==> src/rtl/wb_unit_if.sv <==
// Bus bundle for the ONC-16 writeback unit: ALU result, load issue/response
// and the register-file write port, plus the hazard/busy and error status.
interface wb_unit_if #(
  parameter int DATA_W    = 16,
  parameter int RF_ADDR_W = 3,
  parameter int RF_REG    = 8
);
  logic                 alu_valid;
  logic [RF_ADDR_W-1:0] alu_addr;
  logic [DATA_W-1:0]    alu_data;
  logic                 alu_ready;
  logic                 ld_issue_valid;
  logic [RF_ADDR_W-1:0] ld_issue_addr;
  logic                 ld_issue_ready;
  logic                 ld_resp_valid;
  logic [DATA_W-1:0]    ld_resp_data;
  logic [RF_ADDR_W-1:0] w_addr;
  logic [DATA_W-1:0]    w_data;
  logic                 we;
  logic [RF_REG-1:0]    busy_mask;
  logic                 err;

  modport master (
    output alu_valid, alu_addr, alu_data,
    output ld_issue_valid, ld_issue_addr,
    output ld_resp_valid, ld_resp_data,
    input  alu_ready, ld_issue_ready,
    input  w_addr, w_data, we, busy_mask, err
  );

  modport slave (
    input  alu_valid, alu_addr, alu_data,
    input  ld_issue_valid, ld_issue_addr,
    input  ld_resp_valid, ld_resp_data,
    output alu_ready, ld_issue_ready,
    output w_addr, w_data, we, busy_mask, err
  );
endinterface

==> src/rtl/wb_unit.sv <==
// Writeback unit: merges ALU results and in-order load responses into one
// registered register-file write per cycle and tracks outstanding loads.
module wb_unit #(
  parameter int DATA_W    = 16,
  parameter int RF_ADDR_W = 3,
  parameter int RF_REG    = 8,
  parameter int LQ_DEPTH  = 2
) (
  input  logic        clock,
  input  logic        n_rst,
  wb_unit_if.slave    bus
);
  localparam int PTR_W = $clog2(LQ_DEPTH);
  localparam int CNT_W = PTR_W + 1;

  logic [RF_ADDR_W-1:0] lq_addr_q [LQ_DEPTH];
  logic [RF_ADDR_W-1:0] lq_addr_d [LQ_DEPTH];
  logic [PTR_W-1:0]     wr_ptr_q, wr_ptr_d;
  logic [PTR_W-1:0]     rd_ptr_q, rd_ptr_d;
  logic [CNT_W-1:0]     count_q, count_d;
  logic                 we_q, we_d;
  logic [RF_ADDR_W-1:0] w_addr_q, w_addr_d;
  logic [DATA_W-1:0]    w_data_q, w_data_d;
  logic                 err_q, err_d;

  logic                 issue_ready_s;
  logic                 alu_ready_s;
  logic                 push_s;
  logic                 pop_s;
  logic                 src_valid_s;
  logic [RF_ADDR_W-1:0] src_addr_s;
  logic [DATA_W-1:0]    src_data_s;
  logic [RF_REG-1:0]    busy_s;
  logic [PTR_W-1:0]     offset_s;

  // Handshakes, queue control and write-source arbitration (responses win).
  always_comb begin
    issue_ready_s = (count_q != CNT_W'(LQ_DEPTH));
    alu_ready_s   = !bus.ld_resp_valid;
    push_s        = bus.ld_issue_valid && issue_ready_s;
    pop_s         = bus.ld_resp_valid && (count_q != {CNT_W{1'b0}});
    src_valid_s   = 1'b0;
    src_addr_s    = {RF_ADDR_W{1'b0}};
    src_data_s    = {DATA_W{1'b0}};
    if (pop_s) begin
      src_valid_s = 1'b1;
      src_addr_s  = lq_addr_q[rd_ptr_q];
      src_data_s  = bus.ld_resp_data;
    end else if (bus.alu_valid && alu_ready_s) begin
      src_valid_s = 1'b1;
      src_addr_s  = bus.alu_addr;
      src_data_s  = bus.alu_data;
    end else begin
      src_valid_s = 1'b0;
    end
  end

  // Next-state for queue, write port and sticky error.
  always_comb begin
    lq_addr_d = lq_addr_q;
    wr_ptr_d  = wr_ptr_q;
    rd_ptr_d  = rd_ptr_q;
    count_d   = count_q;
    w_addr_d  = w_addr_q;
    w_data_d  = w_data_q;
    we_d      = 1'b0;
    err_d     = err_q;
    if (push_s) begin
      lq_addr_d[wr_ptr_q] = bus.ld_issue_addr;
      wr_ptr_d            = wr_ptr_q + {{(PTR_W-1){1'b0}}, 1'b1};
    end else begin
      wr_ptr_d = wr_ptr_q;
    end
    if (pop_s) begin
      rd_ptr_d = rd_ptr_q + {{(PTR_W-1){1'b0}}, 1'b1};
    end else begin
      rd_ptr_d = rd_ptr_q;
    end
    case ({push_s, pop_s})
      2'b10:   count_d = count_q + {{(CNT_W-1){1'b0}}, 1'b1};
      2'b01:   count_d = count_q - {{(CNT_W-1){1'b0}}, 1'b1};
      default: count_d = count_q;
    endcase
    // Writes to the zero register are swallowed; the port keeps its last value.
    if (src_valid_s && (src_addr_s != {RF_ADDR_W{1'b0}})) begin
      we_d     = 1'b1;
      w_addr_d = src_addr_s;
      w_data_d = src_data_s;
    end else begin
      we_d = 1'b0;
    end
    if (bus.ld_resp_valid && (count_q == {CNT_W{1'b0}})) begin
      err_d = 1'b1;
    end else begin
      err_d = err_q;
    end
  end

  // Busy mask from the live queue entries; register 0 never reports busy.
  always_comb begin
    busy_s   = {RF_REG{1'b0}};
    offset_s = {PTR_W{1'b0}};
    for (int i = 0; i < LQ_DEPTH; i++) begin
      offset_s = PTR_W'(i) - rd_ptr_q;
      if ({1'b0, offset_s} < count_q) begin
        busy_s[lq_addr_q[i]] = 1'b1;
      end else begin
        busy_s = busy_s;
      end
    end
    busy_s[0] = 1'b0;
  end

  // State registers.
  always_ff @(posedge clock or negedge n_rst) begin
    if (!n_rst) begin
      for (int i = 0; i < LQ_DEPTH; i++) begin
        lq_addr_q[i] <= {RF_ADDR_W{1'b0}};
      end
      wr_ptr_q <= {PTR_W{1'b0}};
      rd_ptr_q <= {PTR_W{1'b0}};
      count_q  <= {CNT_W{1'b0}};
      we_q     <= 1'b0;
      w_addr_q <= {RF_ADDR_W{1'b0}};
      w_data_q <= {DATA_W{1'b0}};
      err_q    <= 1'b0;
    end else begin
      lq_addr_q <= lq_addr_d;
      wr_ptr_q  <= wr_ptr_d;
      rd_ptr_q  <= rd_ptr_d;
      count_q   <= count_d;
      we_q      <= we_d;
      w_addr_q  <= w_addr_d;
      w_data_q  <= w_data_d;
      err_q     <= err_d;
    end
  end

  assign bus.alu_ready      = alu_ready_s;
  assign bus.ld_issue_ready = issue_ready_s;
  assign bus.we             = we_q;
  assign bus.w_addr         = w_addr_q;
  assign bus.w_data         = w_data_q;
  assign bus.busy_mask      = busy_s;
  assign bus.err            = err_q;
endmodule

==> src/flat_wrapper.sv <==
// flat-port wrapper written by rule: the top's interface ports become plain ports
module wb_unit_flat 
#(
  parameter int DATA_W    = 16,
  parameter int RF_ADDR_W = 3,
  parameter int RF_REG    = 8,
  parameter int LQ_DEPTH  = 2
)
  (clock, n_rst, bus_alu_valid, bus_alu_addr, bus_alu_data, bus_ld_issue_valid, bus_ld_issue_addr, bus_ld_resp_valid, bus_ld_resp_data, bus_alu_ready, bus_ld_issue_ready, bus_w_addr, bus_w_data, bus_we, bus_busy_mask, bus_err);
  wb_unit_if #(.DATA_W(DATA_W), .RF_ADDR_W(RF_ADDR_W), .RF_REG(RF_REG)) bus_i ();
  input  logic clock;
  input  logic n_rst;
  input wire logic [$bits(bus_i.alu_valid)-1:0] bus_alu_valid;
  input wire logic [$bits(bus_i.alu_addr)-1:0] bus_alu_addr;
  input wire logic [$bits(bus_i.alu_data)-1:0] bus_alu_data;
  input wire logic [$bits(bus_i.ld_issue_valid)-1:0] bus_ld_issue_valid;
  input wire logic [$bits(bus_i.ld_issue_addr)-1:0] bus_ld_issue_addr;
  input wire logic [$bits(bus_i.ld_resp_valid)-1:0] bus_ld_resp_valid;
  input wire logic [$bits(bus_i.ld_resp_data)-1:0] bus_ld_resp_data;
  output wire logic [$bits(bus_i.alu_ready)-1:0] bus_alu_ready;
  output wire logic [$bits(bus_i.ld_issue_ready)-1:0] bus_ld_issue_ready;
  output wire logic [$bits(bus_i.w_addr)-1:0] bus_w_addr;
  output wire logic [$bits(bus_i.w_data)-1:0] bus_w_data;
  output wire logic [$bits(bus_i.we)-1:0] bus_we;
  output wire logic [$bits(bus_i.busy_mask)-1:0] bus_busy_mask;
  output wire logic [$bits(bus_i.err)-1:0] bus_err;
  assign bus_i.alu_valid = bus_alu_valid;
  assign bus_i.alu_addr = bus_alu_addr;
  assign bus_i.alu_data = bus_alu_data;
  assign bus_i.ld_issue_valid = bus_ld_issue_valid;
  assign bus_i.ld_issue_addr = bus_ld_issue_addr;
  assign bus_i.ld_resp_valid = bus_ld_resp_valid;
  assign bus_i.ld_resp_data = bus_ld_resp_data;
  assign bus_alu_ready = bus_i.alu_ready;
  assign bus_ld_issue_ready = bus_i.ld_issue_ready;
  assign bus_w_addr = bus_i.w_addr;
  assign bus_w_data = bus_i.w_data;
  assign bus_we = bus_i.we;
  assign bus_busy_mask = bus_i.busy_mask;
  assign bus_err = bus_i.err;
  wb_unit #(.DATA_W(DATA_W), .RF_ADDR_W(RF_ADDR_W), .RF_REG(RF_REG), .LQ_DEPTH(LQ_DEPTH)) u_core (.clock(clock), .n_rst(n_rst), .bus(bus_i));
endmodule
==> config.mk <==
export PLATFORM = sky130hd
export DESIGN_NAME = wb_unit_flat
export DESIGN_NICKNAME = d
export VERILOG_FILES = /design/src/rtl/wb_unit_if.sv /design/src/rtl/wb_unit.sv /design/src/flat_wrapper.sv
export SDC_FILE = /design/constraint.sdc
export NUM_CORES = 1
export LEC_CHECK = 0
export CORE_MARGIN = 2
export CORE_UTILIZATION = 41
export DETAILED_ROUTE_END_ITERATION = 8
export PLACE_DENSITY = 0.79
export SYNTH_ARGS = -nofsm -noshare
export SYNTH_HDL_FRONTEND = slang
export SYNTH_SLANG_ARGS = --single-unit
export TNS_END_PERCENT = 20
==> constraint.sdc <==
create_clock -name clock -period 2.2 [get_ports clock]
set_input_delay 0.55 -clock clock [delete_from_list [all_inputs] [get_ports clock]]
set_output_delay 0.55 -clock clock [all_outputs]
set_load 0.005 [all_outputs]
==> results_dict.tcl <==
set metrics [dict create \
    wl_per_cell_um 15.5 \
    arrival_ns 1.54 \
    synth_top_area_share_pct 47.6 \
    holdPathEnd "u_core.bus.err" \
    critPathTopFamily "flip-flops" \
    viasPerCell 5.13 \
    cts.sinks 31 \
    synth_area_leaders "dfrtp_1 (48%), mux2_4 (9.2%), a22o_1 (8.6%)" \
    crit_required_ns 1.65 \
    r2r-start "u_core.rd_ptr_q" \
    cts_max_level 2 \
    syn_area_per_cell_sq_um 13.0 \
    setup_viol_count_final 0 \
    clk_latency_ns 0.28 \
    route.detailed.drc 0 \
    cts_tree "built" \
    firstDrtPassIters 4 \
    synth_top_family_by_area "multiplexers" \
    drt-total-wl_mm 4.04 \
    drt_iter0_markers 38 \
    reg2reg_depth 7 \
    crit_path_cell_trace "a21oi_1 -> or2_2 -> o32ai_1 -> dlygate4sd2_1" \
    numCtsBuffers 5 \
    ys_seq_area_share_pct 47.6 \
    grt_max_degree 32 \
    drv_cap 0 \
    areaGrowthSynthToFinish_pct 59.9 \
    final.period_utilization_pct 94.8 \
    synthFlopType "dfrtp_1" \
    dp.cells 250 \
    p_per_area_mw_per_mm2 1330 \
    synth-adder-area-share_pct 0.768 \
    cts.path.max_buffers 2 \
    io_buffers 72 \
    async_reset_ff_share_pct 100 \
    final_cells 260 \
    cpPeakStageDelay_ns 0.43 \
    whs_path_depth 1 \
    p_leak_nw 1.21 \
    crit_type "register to primary output" \
    r2r_setup_slack_ns 0.25 \
    die_w_um 67.0 \
    synth_edf_count 0 \
    min-delay-start "u_core.bus.err" \
    status "complete, no violations" \
    final_hold_viol_count 0 \
    drtAntennaViolNets 0 \
    synthXorXnorAreaFrac_pct 2.69 \
    n_antenna_cell 0 \
    cp-start-kind "register" \
    yosys.area.top_type "dfrtp_1" \
    max_freq_mhz 480 \
    netlist_instances 125 \
    clk_pin_slew_ns 0.07 \
    synth_area_sq_mm 0.00163 \
    synthMuxAreaShare_pct 19.4 \
    grt_antenna_before_repair 0 \
    nets 255 \
    yosys.area_share.simple_pct 6.14 \
    grt_usage_pct 19.2 \
    fp.dieArea_sq_mm 0.00449 \
    synth_fp_nets 169 \
    holdWs_ns 0.459 \
    grt_pass1_vias 1368 \
    synth_seq_cells 31 \
    min_period_ns 2.09 \
    die_h_um 67.0 \
    fin_util_pct 69.6 \
    overflow 0 \
    grt_pass1_wl_mm 6.49 \
    crit_fanout 3 \
    yosysWarnings 0 \
    hold_class "register to register" \
    worst_ir_drop_vdd_mv 0.791 \
    crit_slowest_cell "dfrtp_1" \
    r2r_end "u_core.bus.w_data[9]" \
    io_pins 74 \
    synth.most_common_cell "dfrtp_1" \
    yosys-top-cells-count "dfrtp_1 (31), a22o_1 (16), mux2_4 (10)" \
    synth_compound_area_share_pct 18.3 \
    drive_above_1_share_pct 24.5 \
    dpl.hpwl_mm 2.99 \
    core_sq_mm 0.00374 \
    vias 1335 \
    rsz0062_at_grt "false" \
    slew_violations 0 \
    endpoint_kind "primary output" \
    crit_start "u_core.rd_ptr_q" \
    initial_utilization_pct 43.5 \
    rows 22 \
    gp_congestion 0.809 \
    ys_types 31 \
    critical_path_buf_inv_count 1 \
    cts_root_buf "clkbuf_8" \
    fin_skew_ns 0.00384 \
]
==> worst max-delay path by stage <==
stage                           endpoint  slack [ns]  cells after the start
floorplan           u_core.bus.w_data[0]        0.42                      6
global placement       u_core.count_q[1]       -0.04                      8
detailed placement     u_core.count_q[1]       -0.10                      8
CTS                     bus_busy_mask[3]       0.007                      4
global route            bus_busy_mask[4]        0.03                      4
finish                  bus_busy_mask[4]        0.11                      4
==> metal layers <==
metal / vias up / wire, um / global-route usage, %
li1: 630 / - / -
met1: 640 / 1630 / 23.9
met2: 61 / 2050 / 33.0
met3: 4 / 330 / 5.57
met4: 0 / 32 / 3.83
met5: - / 0 / 0
==> repair_timing <==
item / 4_1_cts / 5_1_grt
endpoints found under the setup margin: 8 / 3
hold buffers: 0 / 0
gates resized for setup: 12 / 4
buffers inserted: 1 / 1
==> power by group <==
part	switching [W]	leakage (nW)	total [W]	internal [W]
sequential	0.000231	0.378	0.00106	0.000832
combinational	0.000689	0.774	0.00182	0.00113
clock	0.000208	0.0612	0.000574	0.000366
total	0.00113	1.21	0.00345	0.00233
==> metrics by stage <==
step           worst slack, ns  setup TNS, ns  power [W]  cell area, sq um
2_1_floorplan            0.422              0    0.00203              1630
4_1_cts                0.00700              0    0.00347              2590
5_1_grt                 0.0316              0    0.00369              2610
3_5_place_dp            -0.100         -0.731    0.00282              2440
3_3_place_gp           -0.0432         -0.334    0.00276              2440
6_report                 0.115              0    0.00345              2610
==> kinds of logic (layout without fill, tap and decap cells) <==
logic type | count (synthesis) | after routing
AO/OA/AOI/OAI | 34 | 34
adder cells (fa/ha/maj) | 1 | 1
XOR/XNOR | 5 | 5
multiplexers | 25 | 25
flip-flops | 31 | 31
other | 1 | 1
AND/OR/NAND/NOR | 17 | 17
buffers and inverters | 11 | 98
==> layout by cell type, fill, tap and decap left out, types with 2 or more instances in the layout <==
cell and n:
dfrtp_1 31, a22o_1 16, buf_4 15, mux2i_1 3
clkbuf_8 6, o22ai_1 5, mux2_4 10, a21o_1 4
mux2_1 6, nand2b_1 5, inv_2 2, o2bb2ai_2 3
dlygate4sd2_1 5, mux2_2 6, xnor2_1 4, nand2_1 3
clkdlybuf4s50_1 63, dlymetal6s2s_1 4, nor2_1 3
==> registers in the layout (all words and copies together) (netlist names) <==
register           flops
u_core.bus.err         1
u_core.count_q         2
u_core.bus.w_data     16
u_core.rd_ptr_q        1
u_core.bus.we          1
u_core.bus.w_addr      3
u_core.wr_ptr_q        1
u_core.lq_addr_q       6
==> final cells by class <==
class	instances	area [sq um]
tap	48	60.1
sequential	31	776
fill	278	1140
inverter	3	11.3
clock inverter	2	35.0
clock buffer	6	82.6
multi-input combinational	83	803
timing repair buffer	87	837
Power figures use the tool's default switching activity.
